**src/rtl/gpsdo_pkg.sv**
```systemverilog
// Shared GPSDO loop definitions: sequencer state encoding, PID gain selects
// and the phase-error magnitude helper.
package gpsdo_pkg;

  typedef enum logic [2:0] {
    ST_IDLE     = 3'd0,
    ST_ALIGN    = 3'd1,
    ST_COARSE   = 3'd2,
    ST_FINE     = 3'd3,
    ST_LOCKED   = 3'd4,
    ST_HOLDOVER = 3'd5
  } state_e;

  localparam logic [1:0] GAIN_COARSE = 2'd0;
  localparam logic [1:0] GAIN_FINE   = 2'd1;
  localparam logic [1:0] GAIN_LOCK   = 2'd2;

  localparam int unsigned PHASE_W = 24;
  localparam int unsigned GOOD_W  = 5;

  // 25-bit signed difference cannot overflow for a 24-bit count and nominal.
  function automatic logic [PHASE_W-1:0] phase_abs_err(input logic [PHASE_W-1:0] phase,
                                                      input logic [PHASE_W-1:0] nominal);
    logic signed [PHASE_W:0] err;
    err = $signed({1'b0, phase}) - $signed({1'b0, nominal});
    return err[PHASE_W] ? PHASE_W'(-err) : err[PHASE_W-1:0];
  endfunction

endpackage

```
**src/rtl/loop_sequencer_if.sv**
```systemverilog
// Measurement strobe in, PID/divider/status controls out; no backpressure,
// the measurement side owns the strobe and the sequencer always accepts it.
interface loop_sequencer_if;
  logic [23:0] Measure_Phase;
  logic        Measure_Done;
  logic        Loop_En;
  logic [1:0]  Loop_Gain_Sel;
  logic        Integ_Clear;
  logic        DIV_RST;
  logic        Holdover;
  logic        Led_Lock;
  logic [2:0]  State;

  modport master (
    output Measure_Phase, Measure_Done,
    input  Loop_En, Loop_Gain_Sel, Integ_Clear, DIV_RST, Holdover, Led_Lock, State
  );

  modport slave (
    input  Measure_Phase, Measure_Done,
    output Loop_En, Loop_Gain_Sel, Integ_Clear, DIV_RST, Holdover, Led_Lock, State
  );
endinterface

```
**src/rtl/loop_sequencer_watchdog.sv**
```systemverilog
// PPS loss detector: counts cycles since the last kick, saturating at PPS_TIMEOUT.
// expired is a level; a kick in the terminal cycle suppresses it.
module pps_watchdog #(
  parameter int unsigned PPS_TIMEOUT = 60_000_000
) (
  input  logic clk,
  input  logic rst_n,
  input  logic arm,
  input  logic kick,
  output logic expired
);

  localparam int unsigned CW = $clog2(PPS_TIMEOUT + 1);
  localparam logic [CW-1:0] LIMIT = CW'(PPS_TIMEOUT);

  logic [CW-1:0] cnt_q, cnt_d;

  always_comb begin
    cnt_d = cnt_q;
    if (kick || !arm) begin
      cnt_d = '0;
    end else if (cnt_q != LIMIT) begin
      cnt_d = cnt_q + CW'(1);
    end
  end

  always_ff @(posedge clk) begin
    if (!rst_n) begin
      cnt_q <= '0;
    end else begin
      cnt_q <= cnt_d;
    end
  end

  assign expired = arm && !kick && (cnt_q == LIMIT);

endmodule

```
**src/rtl/loop_sequencer.sv**
```systemverilog
// GPSDO supervisory FSM: classifies each per-second count and sequences align/coarse/fine/lock/holdover.
// Strobe to new outputs is 2 edges; every strobe is accepted, including back-to-back ones.
module loop_sequencer
  import gpsdo_pkg::*;
#(
  parameter int unsigned NOMINAL     = 1_000_000,
  parameter int unsigned COARSE_TH   = 50,
  parameter int unsigned FINE_TH     = 4,
  parameter int unsigned UNLOCK_TH   = 20,
  parameter int unsigned COARSE_CNT  = 4,
  parameter int unsigned LOCK_CNT    = 16,
  parameter int unsigned PPS_TIMEOUT = 60_000_000
) (
  input  logic             CLK_SYS,
  input  logic             CLK_RST,
  loop_sequencer_if.slave  bus
);

  localparam logic [PHASE_W-1:0] NOM_V      = PHASE_W'(NOMINAL);
  localparam logic [PHASE_W-1:0] COARSE_LIM = PHASE_W'(COARSE_TH);
  localparam logic [PHASE_W-1:0] FINE_LIM   = PHASE_W'(FINE_TH);
  localparam logic [PHASE_W-1:0] UNLOCK_LIM = PHASE_W'(UNLOCK_TH);
  localparam logic [GOOD_W-1:0]  COARSE_N   = GOOD_W'(COARSE_CNT);
  localparam logic [GOOD_W-1:0]  LOCK_N     = GOOD_W'(LOCK_CNT);

  logic               done_q, done_d;
  logic [PHASE_W-1:0] abs_err_q, abs_err_d;
  state_e             state_q, state_d;
  logic [GOOD_W-1:0]  good_q, good_d, good_inc;
  logic               div_rst_q, div_rst_d;
  logic               integ_clear_q, integ_clear_d;
  logic               wd_arm, wd_expired;

  // Stage 1: capture the sample; the count is only meaningful with its strobe.
  always_comb begin
    done_d    = bus.Measure_Done;
    abs_err_d = abs_err_q;
    if (bus.Measure_Done) begin
      abs_err_d = phase_abs_err(bus.Measure_Phase, NOM_V);
    end
  end

  assign wd_arm = (state_q == ST_ALIGN) || (state_q == ST_COARSE) ||
                  (state_q == ST_FINE)  || (state_q == ST_LOCKED);

  pps_watchdog #(
    .PPS_TIMEOUT (PPS_TIMEOUT)
  ) u_watchdog (
    .clk     (CLK_SYS),
    .rst_n   (CLK_RST),
    .arm     (wd_arm),
    .kick    (bus.Measure_Done),
    .expired (wd_expired)
  );

  // Stage 2: state, good counter and one-cycle pulses.
  always_comb begin
    state_d       = state_q;
    good_d        = good_q;
    div_rst_d     = 1'b0;
    integ_clear_d = 1'b0;
    good_inc      = (good_q == '1) ? good_q : good_q + GOOD_W'(1);

    case (state_q)
      ST_IDLE, ST_HOLDOVER: begin
        if (done_q) state_d = ST_ALIGN;
      end
      ST_ALIGN: begin
        if (done_q) state_d = ST_COARSE;
      end
      ST_COARSE: begin
        if (done_q) begin
          good_d = (abs_err_q <= COARSE_LIM) ? good_inc : '0;
          if (good_d == COARSE_N) state_d = ST_FINE;
        end
      end
      ST_FINE: begin
        if (done_q) begin
          if (abs_err_q > COARSE_LIM) begin
            state_d = ST_ALIGN;
          end else begin
            good_d = (abs_err_q <= FINE_LIM) ? good_inc : '0;
            if (good_d == LOCK_N) state_d = ST_LOCKED;
          end
        end
      end
      ST_LOCKED: begin
        if (done_q) begin
          if (abs_err_q > COARSE_LIM) begin
            state_d = ST_ALIGN;
          end else if (abs_err_q > UNLOCK_LIM) begin
            state_d = ST_FINE;
          end
        end
      end
      default: state_d = ST_IDLE;
    endcase

    // A sample cannot coincide with expiry: any strobe kicks the watchdog first.
    if (!done_q && wd_expired) begin
      state_d = ST_HOLDOVER;
    end

    if (state_d != state_q) begin
      good_d = '0;
      if (state_d == ST_ALIGN) begin
        div_rst_d     = 1'b1;
        integ_clear_d = 1'b1;
      end
      if (state_q == ST_COARSE && state_d == ST_FINE) begin
        integ_clear_d = 1'b1;
      end
    end
  end

  always_ff @(posedge CLK_SYS) begin
    if (!CLK_RST) begin
      done_q        <= 1'b0;
      abs_err_q     <= '0;
      state_q       <= ST_IDLE;
      good_q        <= '0;
      div_rst_q     <= 1'b0;
      integ_clear_q <= 1'b0;
    end else begin
      done_q        <= done_d;
      abs_err_q     <= abs_err_d;
      state_q       <= state_d;
      good_q        <= good_d;
      div_rst_q     <= div_rst_d;
      integ_clear_q <= integ_clear_d;
    end
  end

  always_comb begin
    case (state_q)
      ST_FINE:   bus.Loop_Gain_Sel = GAIN_FINE;
      ST_LOCKED: bus.Loop_Gain_Sel = GAIN_LOCK;
      default:   bus.Loop_Gain_Sel = GAIN_COARSE;
    endcase
  end

  assign bus.State       = state_q;
  assign bus.Loop_En     = (state_q == ST_COARSE) || (state_q == ST_FINE) || (state_q == ST_LOCKED);
  assign bus.Integ_Clear = integ_clear_q;
  assign bus.DIV_RST     = div_rst_q;
  assign bus.Holdover    = (state_q == ST_HOLDOVER);
  assign bus.Led_Lock    = (state_q == ST_LOCKED);

endmodule

```
**src/flat_wrapper.sv**
```systemverilog
// flat-port wrapper written by rule: the top's interface ports become plain ports
module loop_sequencer_flat import gpsdo_pkg::*;
#(
  parameter int unsigned NOMINAL     = 1_000_000,
  parameter int unsigned COARSE_TH   = 50,
  parameter int unsigned FINE_TH     = 4,
  parameter int unsigned UNLOCK_TH   = 20,
  parameter int unsigned COARSE_CNT  = 4,
  parameter int unsigned LOCK_CNT    = 16,
  parameter int unsigned PPS_TIMEOUT = 60_000_000
)
  (CLK_SYS, CLK_RST, bus_Measure_Phase, bus_Measure_Done, bus_Loop_En, bus_Loop_Gain_Sel, bus_Integ_Clear, bus_DIV_RST, bus_Holdover, bus_Led_Lock, bus_State);
  loop_sequencer_if bus_i ();
  input  logic CLK_SYS;
  input  logic CLK_RST;
  input wire logic [$bits(bus_i.Measure_Phase)-1:0] bus_Measure_Phase;
  input wire logic [$bits(bus_i.Measure_Done)-1:0] bus_Measure_Done;
  output wire logic [$bits(bus_i.Loop_En)-1:0] bus_Loop_En;
  output wire logic [$bits(bus_i.Loop_Gain_Sel)-1:0] bus_Loop_Gain_Sel;
  output wire logic [$bits(bus_i.Integ_Clear)-1:0] bus_Integ_Clear;
  output wire logic [$bits(bus_i.DIV_RST)-1:0] bus_DIV_RST;
  output wire logic [$bits(bus_i.Holdover)-1:0] bus_Holdover;
  output wire logic [$bits(bus_i.Led_Lock)-1:0] bus_Led_Lock;
  output wire logic [$bits(bus_i.State)-1:0] bus_State;
  assign bus_i.Measure_Phase = bus_Measure_Phase;
  assign bus_i.Measure_Done = bus_Measure_Done;
  assign bus_Loop_En = bus_i.Loop_En;
  assign bus_Loop_Gain_Sel = bus_i.Loop_Gain_Sel;
  assign bus_Integ_Clear = bus_i.Integ_Clear;
  assign bus_DIV_RST = bus_i.DIV_RST;
  assign bus_Holdover = bus_i.Holdover;
  assign bus_Led_Lock = bus_i.Led_Lock;
  assign bus_State = bus_i.State;
  loop_sequencer #(.NOMINAL(NOMINAL), .COARSE_TH(COARSE_TH), .FINE_TH(FINE_TH), .UNLOCK_TH(UNLOCK_TH), .COARSE_CNT(COARSE_CNT), .LOCK_CNT(LOCK_CNT), .PPS_TIMEOUT(PPS_TIMEOUT)) u_core (.CLK_SYS(CLK_SYS), .CLK_RST(CLK_RST), .bus(bus_i));
endmodule
```
**config.mk**
```make
export PLATFORM = sky130hd
export DESIGN_NAME = loop_sequencer_flat
export DESIGN_NICKNAME = d
export VERILOG_FILES = /design/src/rtl/gpsdo_pkg.sv /design/src/rtl/loop_sequencer_if.sv /design/src/rtl/loop_sequencer_watchdog.sv /design/src/rtl/loop_sequencer.sv /design/src/flat_wrapper.sv
export SDC_FILE = /design/constraint.sdc
export NUM_CORES = 1
export LEC_CHECK = 0
export BUFFER_PORTS_ARGS = -buffer_cell sky130_fd_sc_hd__buf_2
export CAP_MARGIN = 20
export CORE_ASPECT_RATIO = 1.4
export CORE_UTILIZATION = 60
export CTS_CLUSTER_SIZE = 25
export DETAILED_ROUTE_END_ITERATION = 7
export MAX_ROUTING_LAYER = met4
export PLACE_DENSITY = 0.78
export SKIP_CTS_REPAIR_TIMING = 1
export SLEW_MARGIN = 5
export SYNTH_ARGS = -nofsm -noshare
export SYNTH_HDL_FRONTEND = slang
export SYNTH_SLANG_ARGS = --single-unit
```
**constraint.sdc**
```tcl
create_clock -name CLK_SYS -period 4.8 [get_ports CLK_SYS]
set_clock_uncertainty 0.05 [all_clocks]
set_input_delay 0.72 -clock CLK_SYS [delete_from_list [all_inputs] [get_ports CLK_SYS]]
set_output_delay 0.72 -clock CLK_SYS [all_outputs]
set_load 0.01 [all_outputs]
```
==> results of run 1 <==
-- worst max-delay path by stage --
| stage | slack, ps | to | from |
|---|---|---|---|
| floorplan | 2230 | u_core.abs_err_q[19] | bus_Measure_Phase[6] |
| global placement | 1910 | u_core.abs_err_q[18] | bus_Measure_Phase[6] |
| detailed placement | 1830 | u_core.abs_err_q[17] | bus_Measure_Phase[6] |
| CTS | 2180 | u_core.abs_err_q[17] | bus_Measure_Phase[6] |
| global route | 1930 | u_core.abs_err_q[17] | bus_Measure_Phase[6] |
| finish | 2120 | u_core.abs_err_q[17] | bus_Measure_Phase[6] |
-- state kept, by name, indices dropped and copies added, names as in the netlist --
name and flops:
u_core.done_q 1, u_core.abs_err_q 24, u_core.u_watchdog.cnt_q 26, u_core.good_q 5, u_core.bus.State 3, u_core.bus.Integ_Clear 1
u_core.bus.DIV_RST 1
-- area by class of cell --
type,instances,area (um^2)
multi-input combinational,370,2380
clock inverter,7,97.6
clock buffer,9,124
tap,70,87.6
fill,538,1760
inverter,22,82.6
timing repair buffer,37,188
sequential,61,1220
-- power by group through the flow --
stage          clock, W  sequential, W  combinational (W)
6_report       0.000502       0.000541           0.000146
3_3_place_gp          0       0.000551           0.000140
4_1_cts        0.000513       0.000540           0.000145
3_5_place_dp          0       0.000552           0.000144
2_1_floorplan         0       0.000547           0.000105
5_1_grt        0.000537       0.000542           0.000164
-- layout by cell type (no fill, tap or decap), drive strengths merged, types with 3 or more instances in the layout --
master / Yosys / final
ha: 6 / 6
or4: 5 / 5
xor2: 19 / 19
nor4b: 3 / 3
or2: 4 / 4
nor4: 10 / 10
a31o: 3 / 3
or3: 7 / 7
nand4: 12 / 12
inv: 22 / 23
nand2b: 9 / 9
and2: 6 / 6
nor2b: 8 / 8
nand2: 33 / 33
buf: 5 / 37
xnor2: 24 / 24
o21a: 3 / 3
dfxtp: 61 / 61
a311oi: 5 / 5
nor2: 61 / 61
and4: 3 / 3
nor3: 13 / 13
a21oi: 29 / 29
clkbuf: 15 / 9
a211oi: 8 / 8
nor4bb: 3 / 3
and3: 4 / 4
nand3: 19 / 19
o21ai: 20 / 20
a41oi: 3 / 3
mux2i: 10 / 10
a31oi: 8 / 8
-- worst reg2reg max path, cell delays in order (launching register included) --
cell and delay [ps]:
dfxtp_1 320, nor4_2 350, nand3_2 180, or4_4 610
o31ai_2 380, nand4_1 140, a32o_1 270, and4_1 190
-- through the flow --
step                      cells  hold slack, ps  total power, W  worst slack (ps)
after floorplan             473             401        0.000652              2230
after global placement      559             419        0.000691              1910
after detailed placement    559             430        0.000696              1830
after CTS                   575             441         0.00120              2180
after global routing        576             480         0.00124              1930
final                       576             446         0.00119              2120
-- cells by family (layout without fill, tap and decap cells) --
kind of cell	count (synthesis)	count (layout)	share of synthesized area, %
and+or+nand+nor	206	206	29.3
adders and majority gates	6	6	1.99
AOI/OAI and AO/OA	104	104	18.9
DFF	61	61	32.4
buffers and inverters	42	75	4.41
muxes	11	11	2.95
xor gates and xnor gates	43	43	9.99
-- Yosys cell counts (6+ instances only) --
cell	instances
or3_1	7
xor2_1	19
nor2_1	61
nand2b_1	9
clkbuf_1	15
nand4_1	12
inv_1	22
nand2_1	33
xnor2_1	24
nor3_1	13
mux2i_1	10
and2_1	6
nor2b_1	8
dfxtp_1	61
a31oi_1	8
a21oi_1	28
ha_1	6
o21ai_0	16
nand3_1	18
a211oi_1	7
-- per-layer routing --
layer | vias to the layer above | GRT usage, % | wire, um
li1 | 1761 | - | -
met1 | 1625 | 30.3 | 3660
met2 | 59 | 48.8 | 4190
met3 | 14 | 5.24 | 213
met4 | 0 | 10.7 | 133
met5 | - | - | 0
==> results.md, run 1 <==
* Die extent in x at 69.0 um
* RSZ-0062 raised after global routing: no
* DRT antenna net count at 0
* Worst hold start: u_core.abs_err_q[9]
* PortBufs at 36
* Pleak at 1.50 nW
* Clk slew on worst S/H paths at 70 ps
* EDFF count, synth at 0
* Critical R2R Capture: u_core.bus.State[1]
* Row count at 33
* Synthesized instance count at 473
* Top Ports at 37
* Power per cell area at 284 mW/mm^2
* Post-route DRC at 0
* Via count at 3459
* Final instance area at 0.00418 mm^2
* Comb pwr share at 12.2%
* Total of flip-flops plus latches after synthesis at 61
* Routability cong. at 0.876
* TritonCTS Sinks at 61
* Routed wire per std cell at 14.2 um
* Flop pwr share at 45.5%
* Critical path startpoint category: primary input
* Total negative slack at 0 ps
* Crit-path slowest cell: or3_1
* Initial antenna violation count at 0
* CTS Buffer Depth at 2
* CTS tree: yes
* Fin crit share at 55.9%
* Drt pass-1 iters at 4
* Sw frac at 25.9%
* Placed Area at 0.00396 mm^2
* Status: complete, no violations
* Starting Density at 63.4%
* Crit path buffers/inverters at 2
* Total congestion overflow at 0
* Slew headroom at 41.6%
* Crit path time final at 2680 ps
* Crit path depth at 10
* Syn nets at 506
* Area Overhead vs Synth at 10.9%
* Worst min path class: register to register
* Switch Pwr at 0.000308 W
* Detail Placement HPWL at 6040 um
* First-pass GRT wire length at 14400 um
* Layout cells sized above 1 at 14.8%
* Hold Path Cell Cnt at 2
* Worst-path maximum fanout at 6
* Final WL at 8200 um
* Worst Reg-to-Reg Cells at 7
* Nets at 534
* Internal at 0.000881 W
* Post-synth ARST share at 0%
* Max-slew violation count at 0
* CP top delay family: compound AO/OA/AOI/OAI gates
* Pin count of the biggest net entering global routing at 43
* Setup crit end kind: register
* Root Driver: clkbuf_8
* Detailed router's first-iteration violation count at 140
* Chip height at 95.8 um
* Core area at 0.00595 mm^2
* Top cell type's share of synthesized area at 32.4%
* Clk Latency, worst-skew pair at 340 ps
* Antenna diodes at 0
* Peak Freq at 373 MHz
* VDD IR max at 0.145 mV
* Crit path required time at 4950 ps
* CP Class: primary input to register
* Sequential share of the synthesized area at 32.4%
* Final Hold Fails at 0
* Total GRT Usage at 27.4%
* Via-to-Cell Ratio at 6.01
* Worst Max-Slew Pin Slew at 874 ps
* Area leader, netlist: dfxtp_1
* Post-synthesis cell type count at 68
* Number of synthesis warnings at 0
* Number of buffers created by CTS at 9
* Clock power frac at 42.3%
* Die area at 0.00661 mm^2
* Mean area per synthesized cell at 7.97 um^2
* FF-to-FF Start: u_core.abs_err_q[18]
* Max-capacitance violation count at 0
* CP arrival at 2830 ps
* Prevailing post-synth register cell: dfxtp_1
* H-tree Lvls at 3
* Syn Std Cell Area at 0.00377 mm^2
* Post-layout util at 70.4%
* End point of the worst hold path: u_core.abs_err_q[9]
* Critical-path cell list: buf_2 -> inv_1 -> ha_1 -> nor2b_1 -> or3_1 -> a211oi_2 -> nand4_1 -> a41oi_1 -> xnor2_1 -> a21oi_1
* Vias in the first global route at 3288
* Largest stage delay on the critical path at 380 ps
* Area contributors post-synth: dfxtp_1 (32%), nor2_1 (6.1%), xnor2_1 (5.6%)
* Reg-to-reg slack, setup at 2200 ps
* Setup violations, final at 0
No activity file was read; power rests on OpenSTA's default activity.
==> inputs of run 2 (changes only) <==
--- a/config.mk
+++ b/config.mk
@@ -8,11 +8,11 @@
 export BUFFER_PORTS_ARGS = -buffer_cell sky130_fd_sc_hd__buf_2
 export CAP_MARGIN = 20
 export CORE_ASPECT_RATIO = 1.4
-export CORE_UTILIZATION = 60
+export CORE_UTILIZATION = 54
 export CTS_CLUSTER_SIZE = 25
 export DETAILED_ROUTE_END_ITERATION = 7
 export MAX_ROUTING_LAYER = met4
-export PLACE_DENSITY = 0.78
+export PLACE_DENSITY = 0.74
 export SKIP_CTS_REPAIR_TIMING = 1
 export SLEW_MARGIN = 5
 export SYNTH_ARGS = -nofsm -noshare
==> constraint.sdc (replaced) <==
create_clock -name CLK_SYS -period 2.25 [get_ports CLK_SYS]
set_clock_uncertainty 0.05 [all_clocks]
set_input_delay 0.3375 -clock CLK_SYS [delete_from_list [all_inputs] [get_ports CLK_SYS]]
set_output_delay 0.3375 -clock CLK_SYS [all_outputs]
set_load 0.01 [all_outputs]
==> run 2 against run 1 <==
Against the previous run:
- the run now ends with setup timing left
- largest cell class unchanged
- sequential power increased by 110%
- worst hold slack got worse by 210 ps
- count of clock-buffer cells in the layout increased by 2
- critical path depth decreased by 3
- first-iteration DRC count increased by 100%
- clock power increased by 99%
- critical endpoint is now u_core.bus.State[1]
- flip-flop and latch count unchanged
- global-route usage decreased by 0.59 points
- combinational power increased to 2.6 times the previous value
==> results.md, run 2 (synthesis gave the netlist of run 1 again) <==
* Status: finished with violations (was complete, no violations)
* Failing checks: setup timing
* Largest stage delay on the critical path at 600 ps (was 380 ps)
* Detailed router's first-iteration violation count at 281 (was 140)
* Starting Density at 56.7% (was 63.4%)
* Clk Latency, worst-skew pair at 340 ps (about the same)
* Core area at 0.00666 mm^2 (was 0.00595 mm^2)
* VDD IR max at 0.308 mV (was 0.145 mV)
* WL met1 at 3680 um (was 3660 um)
* Count of non-filler cells in the finished layout at 655 (was 576)
* Via-to-Cell Ratio at 5.63 (was 6.01)
* Area Overhead vs Synth at 25.9% (was 10.9%)
* Crit-path slowest cell: or4_4 (was or3_1)
* Antenna diodes at 0 (unchanged)
* Dpl ws at -187 ps (was 1830 ps)
* Final WS setup at -56.6 ps (was 2120 ps)
* Routed wire per std cell at 13.7 um (was 14.2 um)
* Slew headroom at 66.7% (was 41.6%)
* Reg with most FFs: u_core.u_watchdog.cnt_q (unchanged)
* Peak Freq at 434 MHz
* Final WL at 8980 um (was 8200 um)
* Nets at 591 (was 534)
* Worst-path maximum fanout at 4 (was 6)
* Fin crit share at 103%
* Top flop regs: u_core.u_watchdog.cnt_q (26), u_core.abs_err_q (24), u_core.good_q (5) (unchanged)
* Layout cells sized above 1 at 25.8% (was 14.8%)
* Crit path time final at 2310 ps
* Post-route DRC at 0 (unchanged)
* PortBufs at 36 (unchanged)
* Worst min path class: primary input to register (was register to register)
* CP arrival at 2490 ps (was 2830 ps)
* Largest register FFs at 26 (unchanged)
* Drt pass-1 iters at 4 (unchanged)
* Row count at 35 (was 33)
* Routability cong. at 0.923 (was 0.876)
* Crit path required time at 2430 ps (was 4950 ps)
* Routed length on met2 at 4890 um (was 4190 um)
* Max-capacitance violation count at 0 (unchanged)
* Max-slew violation count at 0 (unchanged)
* Uppermost layer routed: met4 (unchanged)
* DRT antenna net count at 0 (unchanged)
* Commonest cells after routing, fill and taps aside: nor2_1 (61), dfxtp_1 (60), buf_4 (57) (was nor2_1 (61), dfxtp_1 (61), buf_2 (36))
* CP Class: register to register (was primary input to register)
* Top Ports at 37 (unchanged)
* Root Driver: clkbuf_8 (unchanged)
* CTS Buffer Depth at 2 (unchanged)
* Initial antenna violation count at 0 (unchanged)
* Clk slew on worst S/H paths at 70 ps (about the same)
* Pleak at 1.82 nW (was 1.50 nW)
* TritonCTS Sinks at 61 (unchanged)
* FILL cells at 540 (was 538)
* Vias in the first global route at 3502 (was 3288)
* Final Hold Fails at 0 (unchanged)
* Setup violations, final at 6 (was 0)
* Pin count of the biggest net entering global routing at 42 (was 43)
* CTS tree: yes (unchanged)
* Total congestion overflow at 0 (unchanged)
* Number of buffers created by CTS at 9 (unchanged)
* H-tree Lvls at 3 (unchanged)
* Power per cell area at 534 mW/mm^2 (was 284 mW/mm^2)
* DR WL met3 at 241 um (was 213 um)
* Die extent in x at 72.6 um (was 69.0 um)
* Setup crit end kind: register (unchanged)
* Worst Max-Slew Pin Slew at 496 ps (was 874 ps)
* Critical-path cell list: nor4_4 -> nand3_2 -> or4_4 -> o31ai_4 -> nand4_1 -> a32o_2 -> and4_1 (was buf_2 -> inv_1 -> ha_1 -> nor2b_1 -> or3_1 -> a211oi_2 -> nand4_1 -> a41oi_1 -> xnor2_1 -> a21oi_1)
* Placed cells at 639 (was 559)
* Total GRT Usage at 26.8% (was 27.4%)
* Critical path startpoint category: register (was primary input)
* RSZ-0062 raised after global routing: yes (was no)
* Detail Placement HPWL at 6680 um (was 6040 um)
* Most common cell after layout, fill and taps aside: nor2_1
* Via count at 3688 (was 3459)
* Chip height at 101 um (was 95.8 um)
* Die area at 0.00733 mm^2 (was 0.00661 mm^2)
* First-pass GRT wire length at 15000 um (was 14400 um)
==> run 2: cell types whose count changed in the layout (fill, tap and decap cells not counted), moves of 2 or more <==
cell,delta
buf_4,+56
a21oi_1,-2
a21oi_2,+2
a31oi_1,-2
a31oi_2,+2
clkbuf_8,+2
clkinvlp_4,-2
nor4_1,-2
nor4_4,+2
==> run 2: worst paths after layout <==
| kind | start | end | slack, ps | depth (start not counted) |
|---|---|---|---|---|
| max | u_core.abs_err_q[12] | u_core.bus.State[1] | -60 | 7 |
| min | bus_Measure_Phase[22] | u_core.abs_err_q[22] | 240 | 3 |
| max reg2reg | u_core.abs_err_q[12] | u_core.bus.State[1] | -60 | 7 |
| min reg2reg | u_core.abs_err_q[23] | u_core.abs_err_q[23] | 420 | 2 |
==> run 2: final cells by class <==
cell class                 count  area (um^2)  area share [%]
clock buffer                  11          151            3.19
clock inverter                 5         57.6            1.21
inverter                      22         82.6            1.74
multi-input combinational    370         2490            52.5
sequential                    61         1220            25.7
tap                           92          115            2.42
timing repair buffer          94          628            13.2
==> run 2: power breakdown <==
group / total (W) / internal, W / switching [W] / leakage, nW
Clock: 0.00100 / 0.000573 / 0.000429 / 0.110
Combinational: 0.000383 / 0.000183 / 0.000200 / 1.22
Sequential: 0.00115 / 0.00112 / 0.0000307 / 0.498
==> run 2: stage by stage <==
stage / hold slack [ps] / power, W / area (um^2) / utilization, % / setup TNS, ps
final: 240 / 0.00253 / 4750 / 71.4 / -185
after global routing: 237 / 0.00265 / 4750 / 71.4 / -980
after CTS: 231 / 0.00254 / 4660 / 70.0 / -580
after detailed placement: 413 / 0.00154 / 4450 / 66.9 / -1450
after global placement: 409 / 0.00153 / 4450 / 66.9 / -465
after floorplan: 401 / 0.00139 / 3790 / - / 0
==> run 2: worst max-delay path, delay by kind of cell, from the launching register on <==
family / cells / cell delay (ps)
flip-flops: 1 / 340
AND/OR/NAND/NOR: 5 / 1320
AO/OA/AOI/OAI: 2 / 500
==> run 2: metal layers <==
layer,GRT usage (%),up-vias
met5,-,-
met4,11.6,0
met3,4.80,12
met2,48.4,81
met1,28.1,1723
li1,-,1872
